===== src/rtl/patch_row_collector.sv =====
// Round-robin collector: locks onto one matcher FIFO until PATCH_SIZE valid pixels form a row.
// Optional discard counter is built only when PATCH_ROW_COLLECTOR_DISCARD_CNT_EN is defined.
module patch_row_slot #(
  parameter int PIXEL_SIZE = 12
) (
  input  logic                  rd_clk,
  input  logic                  reset,
  input  logic                  we,
  input  logic [PIXEL_SIZE-1:0] din,
  output logic [PIXEL_SIZE-1:0] q
);
  always_ff @(posedge rd_clk) begin
    if (reset)   q <= '0;
    else if (we) q <= din;
  end
endmodule

module patch_row_collector #(
  parameter int N_MATCHER  = 4,
  parameter int PATCH_SIZE = 6,
  parameter int PIXEL_SIZE = 12,
  localparam int IDW = (N_MATCHER > 1) ? $clog2(N_MATCHER) : 1,
  localparam int CW  = $clog2(PATCH_SIZE + 1)
) (
  input  logic                             rd_clk,
  input  logic                             reset,
  input  logic [N_MATCHER-1:0]             somepixel_pending,
  input  logic [N_MATCHER-1:0]             matched_pixel_valid,
  input  logic [N_MATCHER*PIXEL_SIZE-1:0]  matched_pixel,
  output logic [N_MATCHER-1:0]             pixel_ack,
  output logic                             row_valid,
  input  logic                             row_ready,
  output logic [IDW-1:0]                   row_id,
  output logic [PATCH_SIZE*PIXEL_SIZE-1:0] row_data,
  output logic [15:0]                      discard_cnt
);
  typedef enum logic [1:0] {S_IDLE, S_COLLECT, S_OUTPUT} state_t;

  state_t          state;
  logic [IDW-1:0]  rr_ptr;
  logic [IDW-1:0]  sel;
  logic [CW-1:0]   count;

  logic [PIXEL_SIZE-1:0] pix_arr [N_MATCHER];
  logic                  req_hit;
  logic [IDW-1:0]        req_idx;
  logic [IDW-1:0]        cand;
  logic                  acked;
  logic                  take;

  for (genvar i = 0; i < N_MATCHER; i++) begin : g_unpack
    assign pix_arr[i] = matched_pixel[i*PIXEL_SIZE +: PIXEL_SIZE];
  end

  // Rotating priority search; explicit wrap keeps non-power-of-2 counts in range.
  always_comb begin
    req_hit = 1'b0;
    req_idx = '0;
    cand    = rr_ptr;
    for (int k = 0; k < N_MATCHER; k++) begin
      if (!req_hit && somepixel_pending[cand]) begin
        req_hit = 1'b1;
        req_idx = cand;
      end
      cand = (cand == IDW'(N_MATCHER - 1)) ? '0 : cand + 1'b1;
    end
  end

  always_comb begin
    pixel_ack = '0;
    if (!reset && state == S_COLLECT) pixel_ack[sel] = somepixel_pending[sel];
  end

  assign acked = |pixel_ack;
  assign take  = acked && matched_pixel_valid[sel];

  always_ff @(posedge rd_clk) begin
    if (reset) begin
      state     <= S_IDLE;
      rr_ptr    <= '0;
      sel       <= '0;
      count     <= '0;
      row_valid <= 1'b0;
      row_id    <= '0;
    end else begin
      case (state)
        S_IDLE: begin
          if (req_hit) begin
            sel   <= req_idx;
            count <= '0;
            state <= S_COLLECT;
          end
        end
        S_COLLECT: begin
          if (take) begin
            if (count == CW'(PATCH_SIZE - 1)) begin
              count     <= '0;
              row_valid <= 1'b1;
              row_id    <= sel;
              state     <= S_OUTPUT;
            end else begin
              count <= count + 1'b1;
            end
          end
        end
        S_OUTPUT: begin
          if (row_ready) begin
            row_valid <= 1'b0;
            rr_ptr    <= (sel == IDW'(N_MATCHER - 1)) ? '0 : sel + 1'b1;
            state     <= S_IDLE;
          end
        end
        default: state <= S_IDLE;
      endcase
    end
  end

  // One register slot per pixel position; the slot matching count captures the pixel.
  for (genvar k = 0; k < PATCH_SIZE; k++) begin : g_slot
    patch_row_slot #(.PIXEL_SIZE(PIXEL_SIZE)) u_slot (
      .rd_clk (rd_clk),
      .reset  (reset),
      .we     (take && (count == CW'(k))),
      .din    (pix_arr[sel]),
      .q      (row_data[k*PIXEL_SIZE +: PIXEL_SIZE])
    );
  end

`ifdef PATCH_ROW_COLLECTOR_DISCARD_CNT_EN
  logic drop;
  assign drop = acked && !matched_pixel_valid[sel];

  always_ff @(posedge rd_clk) begin
    if (reset)                            discard_cnt <= '0;
    else if (drop && discard_cnt != 16'hFFFF) discard_cnt <= discard_cnt + 16'd1;
  end
`else
  assign discard_cnt = '0;
`endif

endmodule


===== config.mk =====
export PLATFORM = sky130hd
export DESIGN_NAME = patch_row_collector
export DESIGN_NICKNAME = d
export VERILOG_FILES = /design/src/rtl/patch_row_collector.sv
export SDC_FILE = /design/constraint.sdc
export NUM_CORES = 1
export LEC_CHECK = 0
export ABC_AREA = 1
export CORE_UTILIZATION = 40
export DETAILED_ROUTE_END_ITERATION = 8
export PLACE_DENSITY_LB_ADDON = 0.15
export SYNTH_ARGS = -nofsm -noshare
export SYNTH_HDL_FRONTEND = slang
export SYNTH_SLANG_ARGS = --single-unit

===== constraint.sdc =====
create_clock -name rd_clk -period 2.5 [get_ports rd_clk]
set_clock_uncertainty 0.2 [all_clocks]
set_input_delay 0.375 -clock rd_clk [delete_from_list [all_inputs] [get_ports rd_clk]]
set_output_delay 0.375 -clock rd_clk [all_outputs]
set_load 0.03 [all_outputs]

Word level (Yosys, flattened, before mapping)
Index checks and enable logic that the tools add are counted.

$add $sub $neg: 5. Multiply operators: 0. Div/mod/pow operators: 0. Order comparisons: 7. Eq/ne operators: 15. Shifts and indexed selects: 0. Multiplexer cells: 43. Bitwise operators: 2. Reductions and logical operators: 27.

Operator list (count): binary-select mux 12 bit (select 2 bit) (1); 2-to-1 mux 12 bit (2); 2-to-1 mux 2 bit (12); less-than comparator 2 x 3 -> 1 bit, second input constant (5); 2-to-1 mux 1 bit (14); binary-select mux 1 bit (select 2 bit) (6); logical AND 1 bit (12); equality test 2 bit, second input constant (5); 2-to-1 mux 3 bit (3); adder 2 x 1 -> 2 bit, second input constant (4); AND reduction 4 bit (2); equality test 3 x 2 -> 1 bit, second input constant (2); equality test 3 bit, second input constant (2); inequality test 2 bit, second input constant (3); one-hot mux 2 bit (3 select lines) (1); one-hot mux 3 bit (2 select lines) (1); AND reduction 3 bit (2); bitwise AND 4 bit (1); zero test 1 bit (4); 2-to-1 mux 4 bit (1); AND reduction 2 bit (2); nonzero test 2 bit (2); OR reduction 4 bit (1); adder 3 x 1 -> 3 bit, second input constant (1); other kinds (10) (10).

Register bits: 84. Latch bits: 0. Bits in writable memories: 0. ROM bits: 0. Input bits: 59. Output and inout bits: 95. Word-level logic and storage cells: 111. Memories kept: 0.

Longest topological paths before layout
Gate-level depths: netlist (run 1).

Word-level depth: 14. Depth in mapped cells: 15. Gate-level depth less buffers: 12.

Hierarchy
Synthesis (run 1) repeated with hierarchy kept, for this count alone.

Cells, all modules: 713. Area, all modules: 4499.3 um^2.

By module, submodules not included: patch_row_slot (instances 6, cells an instance 76, area an instance 496.7 um^2, sequential area each 240.2 um^2); patch_row_collector (instances 1, cells an instance 257, area an instance 1519.0 um^2, sequential area each 240.2 um^2).

Least setup slack after synthesis (run 1)
OpenSTA, ideal clock, no wires.

Path type: flip-flop to output port. From: reg sel[0]. To: out pixel_ack[0]. Data arrival time: 1.659 ns. Data required time: 1.925 ns. Setup slack: 0.266 ns. Cell stages (with the launch flop): 7. Buffers on the path: 2. Path through: dfxtp_1 inv_2 buf_2 buf_2 ha_1 inv_1 nor3_1.

Cells in the longest elaborated chain, start to end: 6. Elaborated cells on any way between the ends: 9. Classes of those cells: order compare: 2; mux: 5; bitwise: 1; reduce/logical: 1.

Ends and longest elaborated chain: start, declared (line 41) `logic [IDW-1:0] sel;`; start signal, assigned (line 89) `sel <= req_idx;`; less-than comparator 2 x 3 -> 1 bit (implied by the code) / >= comparator 2 x 1 -> 1 bit (equally long branches) (line 71) `if (!reset && state == S_COLLECT) pixel_ack[sel] = somepixel_pending[sel];`; logical AND 1 bit (implied by the code) (line 71); 2-to-1 mux 1 bit (implied by the code) (line 71); demux 1 bit (select 2 bit) (line 71); bitwise AND 4 bit (no line) *; 2-to-1 mux 4 bit * (line 71); end, declared (line 30) `output logic [N_MATCHER-1:0] pixel_ack,`.

Mark *: on every way between the ends. The rest lies on a longest branch, timed or not. The select of a mux whose other input is x is not followed.

Final worst setup path (run 1)
From: reg sel[0]. To: out pixel_ack[3].

The elaborated chain is that of the path after synthesis.

==> qor.txt, run 1 <==
Status -> finished clean
CP Class -> reg -> out
Slew Limit Fails -> 0
Crit path max-delay family -> simple AND/OR/NAND/NOR gates
Max-slew headroom -> 0.577
GR Layer Usage met3 -> 0.0476
Critical path required time -> 1.92 ns
Register area share after synthesis -> 0.400
Hold_buf cts -> 0
Synthesis-to-finish area growth -> 40.7%
Mapped Area -> 0.00420 mm^2
Post-route ant nets -> 0
Cell count after synthesis -> 642
Met2 global-route usage -> 0.381
Routability congestion estimate -> 0.860
M1 GR Usage -> 0.317
Mux contribution to synthesized area -> 0
First-pass GRT wire length -> 20.6 mm
Die width -> 105 um
Post-synth EDFFs -> 0
Top-count cell post-synth -> nor2_1
Worst Path Arrival -> 1.80 ns
Synthesized area per cell -> 6.55 um^2
Worst IR Drop VDD -> 0.275 mV
Area of the core -> 0.0103 mm^2
Final WL -> 13.0 mm
Largest net degree at the start of global routing -> 68
Final setup violation count -> 0
Adder and majority gate portion of the synthesized area -> 0.0179
Worst Path Max Fanout -> 10
Routed via count -> 4501
CP startpoint kind -> flip-flop
DP Wirelength -> 9.13 mm
Hold crit path type -> reg -> reg
CP peak stage delay -> 0.46 ns
Number of distinct library cells after synthesis -> 30
Hold WS -> 0.276 ns
WL/cell -> 14.0 um
CTS buffer count -> 9
FMAX -> 421 MHz
XOR/XNOR share of the synthesized area -> 0
Final period util -> 0.949
Post-synthesis register bit count -> 84
Compound-Gate Fraction of Synth Area -> 0.123
Ant diodes -> 0
Tmin final -> 2.37 ns
Die area -> 0.0109 mm^2
1st-iter DRT viols -> 310
Crit path cell chain -> inv_2 > nand2_1 > nand3_1 > nand2_1 > inv_1 > nor3_1 > buf_4
Number of buffers on the longest clock path -> 2
Power Total -> 3.15 mW
RSZ-0062 raised after global routing -> false
Power Density -> 532 mW/mm^2
Synth top area cells -> dfxtp_1 40%, nor2_1 15%, nand2_1 11%
Yosys warns -> 0
All-Layer GR Usage -> 0.239
DIE HEIGHT -> 105 um
Port bufs -> 137
Synth Area in Simple Gates -> 0.325
Pre-antenna DRT Iters -> 7
Layout cells sized above 1 -> 0.0810
Main combinational cell family by area after synthesis -> simple AND/OR/NAND/NOR gates
Main synth FF type -> dfxtp_1
Post-CTS sizing -> 1
Commonest cells post-synth -> 169 x nor2_1, 127 x nand2_1, 84 x dfxtp_1, 63 x inv_1, 55 x o21ai_0
Num ports -> 154
Synth top area share -> 0.400
H-tree level count -> 3
Worst-Margin Slew -> 0.635 ns
Congestion Overflow GR -> 0
Setup Buffers After CTS -> 0
Vias/cell -> 4.86
CP Buf/Inv Count -> 3
Root Driver -> clkbuf_8
Most used routing layer -> met2
Clk sink count -> 84
Residual DRC count -> 0
Final Hold Vio Count -> 0
Nets -> 850
Crit path capture type -> output pin
Clk_lat worst skew -> 0.35 ns
Cell repeated most along the worst path -> nand2_1
Num rows -> 37
Area leader, netlist -> dfxtp_1
Worst path slowest cell -> dfxtp_2
Reg clk slew, reported paths -> 0.09 ns
Max cap viols -> 0
Leak -> 2.70 nW
Post-synth ARST share -> 0
Vias in the first global route -> 4089
CTS tree -> built
Antenna violations before repair -> 0
Starting density of the core -> 0.409
logic make-up (layout without fill, tap and decap cells):
logic type,Yosys count,in the layout
simple gates,337,337
fa+ha+maj,6,6
other cells,1,16
compound gates,98,98
flops,84,84
buf+inv,116,249
path summary, 6_finish.rpt:
kind                                            from                                 end  slack [ns]  cells past startpoint
setup / recovery                 sel[0]$_SDFFE_PP0P_                        pixel_ack[3]        0.13                      7
hold / removal    g_slot[2].u_slot.q[3]$_SDFFE_PP0P_  g_slot[2].u_slot.q[3]$_SDFFE_PP0P_        0.28                      2
setup reg to reg                 sel[0]$_SDFFE_PP0P_  g_slot[3].u_slot.q[0]$_SDFFE_PP0P_        0.24                      9
hold reg to reg   g_slot[2].u_slot.q[3]$_SDFFE_PP0P_  g_slot[2].u_slot.q[3]$_SDFFE_PP0P_        0.28                      2
final cells by class:
class | instances | area, um^2
Tap cell | 136 | 170
Clock buffer | 10 | 138
Multi-Input combinational cell | 457 | 2030
Clock inverter | 6 | 46.3
Inverter | 70 | 265
Timing Repair Buffer | 163 | 1580
Fill cell | 997 | 4360
Sequential cell | 84 | 1680
metrics by stage:
step                setup slack [ns]  setup TNS (ns)   util  instances  instance area, um^2
detailed placement            -0.142           -1.82  0.556        910                 5720
CTS                           0.0103               0  0.575        926                 5910
global placement             -0.0263          -0.290  0.556        910                 5720
finish                         0.127               0  0.575        926                 5910
floorplan                      0.266               0      -        657                 4260
global route                  0.0285               0  0.575        926                 5910
where the power goes:
group	total (mW)	switching (mW)	leakage [nW]	internal [mW]
logic	0.821	0.515	1.93	0.306
clock network	0.912	0.517	0.0893	0.395
registers	1.41	0.0390	0.678	1.37
total	3.15	1.07	2.70	2.08
registers in the layout, indices dropped and copies added, names as in the netlist:
register / flops
count: 3
g_slot.u_slot.q: 72
row_id: 2
row_valid: 1
rr_ptr: 2
sel: 2
state: 2
cell usage in the layout, fill, tap and decap left out, types with 2 or more instances in the layout:
master,synthesis,layout
nor2_1,169,169
nand3_1,21,21
clkdlybuf4s50_1,0,133
o21ai_0,55,55
inv_2,5,5
o22ai_1,12,12
clkbuf_8,0,10
nand2_2,3,2
nand2_4,1,2
conb_1,1,16
nor3_1,5,5
buf_4,23,28
inv_1,63,63
nor2_4,2,3
dfxtp_1,84,83
nand4_1,4,4
clkinvlp_4,0,2
ha_1,6,6
inv_6,0,2
a21oi_1,22,22
o21ai_1,6,6
buf_12,0,2
nand2_1,127,127
layer usage:
| layer | vias to the layer above | wire (um) |
|---|---|---|
| met5 | - | 0 |
| li1 | 2250 | - |
| met4 | 0 | 278 |
| met1 | 2022 | 5990 |
| met3 | 20 | 978 |
| met2 | 209 | 5760 |
worst min-delay path, delay by kind of cell (launching register included):
kind / cells / cell delay, ns
compound gates: 1 / 0.05
flops: 1 / 0.32
simple gates: 1 / 0.06
(Power assumes the default switching activity.)
==> run 2: changes to the inputs <==
--- a/config.mk
+++ b/config.mk
@@ -8,7 +8,7 @@
 export ABC_AREA = 1
 export CORE_UTILIZATION = 40
 export DETAILED_ROUTE_END_ITERATION = 8
-export PLACE_DENSITY_LB_ADDON = 0.15
+export PLACE_DENSITY = 0.71
 export SYNTH_ARGS = -nofsm -noshare
 export SYNTH_HDL_FRONTEND = slang
 export SYNTH_SLANG_ARGS = --single-unit
==> run 2 against run 1 <==
Sequential share of layout area decreased by 0.15 points. Routed wire length grew 0.90%. Largest cell class unchanged. Combinational power increased by 0.9%. First-iteration DRC count up 22%. Global-route usage grew 0.20 points. Sequential cell count stayed put.
==> qor.txt, run 2 (synthesized netlist as in run 1, its figures left out) <==
Critical path required time -> 1.92 ns
Power Density -> 546 mW/mm^2
Routed via count -> 4508
Worst-Margin Slew -> 0.634 ns
Starting density of the core -> 0.409
TNS Setup -> 0 ns
Largest net degree at the start of global routing -> 68
Number of buffers on the longest clock path -> 2
Num rows -> 37
CTS buffer count -> 9
Num ports -> 154
Top Registers -> g_slot.u_slot.q x72, count x3
Port bufs -> 137
Final Hold Vio Count -> 0
Final setup violation count -> 0
Biggest register -> g_slot.u_slot.q
CTS tree -> built
CP peak stage delay -> 0.39 ns
Max-slew headroom -> 0.578
Most frequent cells in the layout -> 169 x nor2_1, 133 x clkdlybuf4s50_1, 127 x nand2_1, 84 x dfxtp_1, 63 x inv_1
Crit path cell chain -> inv_2 > buf_4 > nand3_1 > nand2_1 > inv_1 > nor3_1 > buf_4
Reg clk slew, reported paths -> 0.09 ns
DP Worst Slack -> -0.145 ns
Layout cells sized above 1 -> 0.0797
Hold crit path type -> reg -> reg
Synthesis-to-finish area growth -> 41.3%
WHS Path Cells -> 2
Sink of the worst hold path -> g_slot[2].u_slot.q[6]$_SDFFE_PP0P_
CP startpoint kind -> flip-flop
Congestion Overflow GR -> 0
R2R depth -> 12
Tmin final -> 2.37 ns
Die area -> 0.0109 mm^2
RR Startpoint -> sel[1]$_SDFFE_PP0P_
Root Driver -> clkbuf_8
Flop2flop setup slack -> 0.25 ns
Cell repeated most along the worst path -> buf_4
Hold path start -> g_slot[2].u_slot.q[6]$_SDFFE_PP0P_
Final core utilization -> 0.578
Worst path slowest cell -> dfxtp_1
Status -> finished clean
RSZ-0062 raised after global routing -> false
Area of the core -> 0.0103 mm^2
DIE HEIGHT -> 105 um
1st-iter DRT viols -> 379
Residual DRC count -> 0
Vias in the first global route -> 4227
# fillers -> 993
DP Wirelength -> 9.27 mm
Routability congestion estimate -> 0.888
Antenna violations before repair -> 0
Commonest non-fill, non-tap cell in the layout -> nor2_1
Post-route ant nets -> 0
Final WL -> 13.1 mm
Hold WS -> 0.278 ns
H-tree level count -> 3
Slew Limit Fails -> 0
Die width -> 105 um
CP Class -> reg -> out
Clk sink count -> 84
Nets -> 850
Final setup margin -> 0.130 ns
Pre-antenna DRT Iters -> 5
WL/cell -> 14.2 um
Reg2reg end -> g_slot[2].u_slot.q[5]$_SDFFE_PP0P_
Worst IR Drop VDD -> 0.274 mV
Vias/cell -> 4.87
FMAX -> 422 MHz
Leak -> 2.71 nW
Worst Path Arrival -> 1.79 ns
Final period util -> 0.948
First-pass GRT wire length -> 20.9 mm
Max cap viols -> 0
Crit path capture type -> output pin
All-Layer GR Usage -> 0.241
Clk_lat worst skew -> 0.36 ns
Ant diodes -> 0
Worst Path Max Fanout -> 14
Max reg flops -> 72
run 2: final cells by class:
| type | instances | area, um^2 | area share |
|---|---|---|---|
| sequential | 84 | 1680 | 0.283 |
| multi-input combinational | 457 | 2030 | 0.342 |
| clock buffer | 10 | 128 | 0.0215 |
| timing repair buffer | 163 | 1590 | 0.268 |
| clock inverter | 6 | 71.3 | 0.0120 |
| inverter | 70 | 265 | 0.0447 |
| tap | 136 | 170 | 0.0286 |
run 2: critical path: cells and delay by family (launching register included):
kind	cells	cell delay [ns]
buf+inv	4	0.60
simple gates	3	0.43
flops	1	0.39
run 2: what timing repair did:
action	in CTS	in global routing
endpoints found under the setup margin	0	13
hold buffers	0	0
gates resized for setup	0	2
setup buffers	0	0
run 2: power breakdown:
| part | total (mW) | switching [mW] | internal (mW) |
|---|---|---|---|
| Combinational | 0.828 | 0.521 | 0.307 |
| Sequential | 1.41 | 0.0327 | 1.37 |
| Clock | 1.01 | 0.535 | 0.475 |
| Total | 3.24 | 1.09 | 2.16 |
run 2: stage by stage:
| stage | cells | instance area (um^2) | power (mW) |
|---|---|---|---|
| 4_1_cts | 926 | 5930 | 3.25 |
| 3_3_place_gp | 910 | 5730 | 2.24 |
| 2_1_floorplan | 657 | 4260 | 1.89 |
| 6_report | 926 | 5940 | 3.24 |
| 3_5_place_dp | 910 | 5730 | 2.25 |
| 5_1_grt | 926 | 5940 | 3.39 |
run 2: metal layers:
metal / track usage / vias to the layer above / part of all wire / wire (um)
met3: 0.0445 / 18 / 0.067 / 883
met5: 0 / - / 0 / 0
met1: 0.316 / 2060 / 0.45 / 5940
li1: - / 2248 / - / -
met2: 0.398 / 182 / 0.46 / 6060
met4: 0.0816 / 0 / 0.018 / 234
run 2: worst max-delay path by stage:
stage | startpoint | endpoint | slack, ns | cells past startpoint
floorplan | sel[0]$_SDFFE_PP0P_ | pixel_ack[0] | 0.27 | 6
global placement | reset | g_slot[3].u_slot.q[4]$_SDFFE_PP0P_ | -0.04 | 11
detailed placement | somepixel_pending[2] | g_slot[3].u_slot.q[11]$_SDFFE_PP0P_ | -0.15 | 12
CTS | sel[1]$_SDFFE_PP0P_ | pixel_ack[3] | 0.11 | 7
global route | sel[1]$_SDFFE_PP0P_ | pixel_ack[0] | 0.02 | 7
finish | sel[1]$_SDFFE_PP0P_ | pixel_ack[0] | 0.13 | 7
==> run 3: changes to the inputs <==
--- a/config.mk
+++ b/config.mk
@@ -9,6 +9,7 @@
 export CORE_UTILIZATION = 40
 export DETAILED_ROUTE_END_ITERATION = 8
 export PLACE_DENSITY = 0.71
+export SKIP_LAST_GASP = 1
 export SYNTH_ARGS = -nofsm -noshare
 export SYNTH_HDL_FRONTEND = slang
 export SYNTH_SLANG_ARGS = --single-unit
==> results of run 3 <==
Same layout as run 2: the final DEF is identical, and so are final timing and power.
==> RTL change: new RTL, config.mk and constraints of run 3 <==
The parameter `PATCH_SIZE` goes from 6 to 7.
--- a/src/rtl/patch_row_collector.sv
+++ b/src/rtl/patch_row_collector.sv
@@ -18,5 +18,5 @@
 module patch_row_collector #(
   parameter int N_MATCHER  = 4,
-  parameter int PATCH_SIZE = 6,
+  parameter int PATCH_SIZE = 7,
   parameter int PIXEL_SIZE = 12,
   localparam int IDW = (N_MATCHER > 1) ? $clog2(N_MATCHER) : 1,
Interface: changed (resized row_data); port bits go from 154 to 166. The function was not compared with the original's and may differ.
==> RTL change against run 3 <==
  * Design area increased by 9.1%
  * Non-clock buffer count increased by 11
  * Register-to-register slack got worse by 0.08 ns
  * Routed wire length increased by 5.4%
  * Worst setup slack improved by 0.041 ns
  * Power increased by 7.0%
  * Sequential cell count increased by 12
  * Synthesized area increased by 8.4%
  * Critical endpoint is now g_slot[0].u_slot.q[1]$_SDFFE_PP0P_
==> RTL change: results (changes against run 3) <==
- Status: completed
- Regs by FF count: g_slot.u_slot.q (84), count (3)
- WL/cell: 14.4 um (+1.6%)
- Port bufs: 149 (+8.8%)
- CP Max Fanout: 26 (+12)
- Top post-synthesis cells by count: nor2_1 (145), nand2_1 (129), dfxtp_1 (96)
- Leak: 2.79 nW (+3.0%)
- Reg clk slew, reported paths: 0.07 ns (-0.02 ns)
- Reg2reg path depth: 6 (-6)
- Placed cell area: 6160 um2 (+7.5%)
- Worst reg2reg setup slack: 0.17 ns (-0.08 ns)
- Share of layout cells above drive strength 1: 7.55% (-0.42 points)
- Pwr Total: 3.47 mW (+7.0%)
- GR Layer Usage met1: 30.9% (-0.62 points)
- Largest stage delay on the critical path: 0.81 ns (+0.42 ns)
- Cell variety after synth: 24 (-20%)
- Total GRT Usage: 24.2% (+0.089 points)
- Clock Latency Late Sink: 0.33 ns (-0.03 ns)
- First-pass GRT wire length: 21800 um (+4.6%)
- Max IR drop VDD: 0.000291 V (+6.5%)
- Final RePlAce weighted congestion: 0.818 (-7.9%)
- Hold path endpoint: g_slot[2].u_slot.q[10]$_SDFFE_PP0P_
- Met3 wire length: 1010 um (+14%)
- Root buffer cell: clkbuf_16
- Power in the clock group: 1.32 mW (+31%)
- Synthesized area per cell: 6.80 um2 (+3.9%)
- Max-slew headroom: 29.0% (-29 points)
- Routed met2 length: 6520 um (+7.6%)
- GRT met3 Usage: 5.08% (+0.63 points)
- Vias in the first global route: 4393 (+3.9%)
- Placed cell count: 945 (+3.8%)
- Largest net degree at the start of global routing: 56 (-18%)
- Vias per cell: 5.00 (+2.6%)
- Routed vias: 4802 (+6.5%)
- CP arrival: 2.40 ns (+0.61 ns)
- Drt initial violations: 309 (-18%)
- FF-to-FF Start: sel[0]$_SDFFE_PP0P_
- Hold Startpoint: g_slot[2].u_slot.q[10]$_SDFFE_PP0P_
- Post-DP HPWL: 9640 um (+4.0%)
- Fin Hold WS: 0.269 ns (-0.00917 ns)
- Crit path max-delay family: compound AO/OA/AOI/OAI gates
## RTL change: worst max-delay path by stage
stage	endpoint	slack, ns	from
after floorplan	pixel_ack[0]	0.31	sel[0]$_SDFFE_PP0P_
after global placement	g_slot[4].u_slot.q[4]$_SDFFE_PP0P_	0.08	sel[0]$_SDFFE_PP0P_
after detailed placement	g_slot[4].u_slot.q[0]$_SDFFE_PP0P_	-0.02	somepixel_pending[3]
after CTS	g_slot[4].u_slot.q[4]$_SDFFE_PP0P_	0.002	sel[0]$_SDFFE_PP0P_
after global routing	g_slot[2].u_slot.q[0]$_SDFFE_PP0P_	0.002	sel[0]$_SDFFE_PP0P_
final	g_slot[0].u_slot.q[1]$_SDFFE_PP0P_	0.17	sel[0]$_SDFFE_PP0P_
## RTL change: final cells by class
class,instances,area (um2)
Clock inverter,7,63.8
Multi-Input combinational cell,478,2170
Timing Repair Buffer,174,1710
Sequential cell,96,1920
Fill cell,996,4500
Tap cell,140,175
Inverter,57,214
Clock buffer,9,225
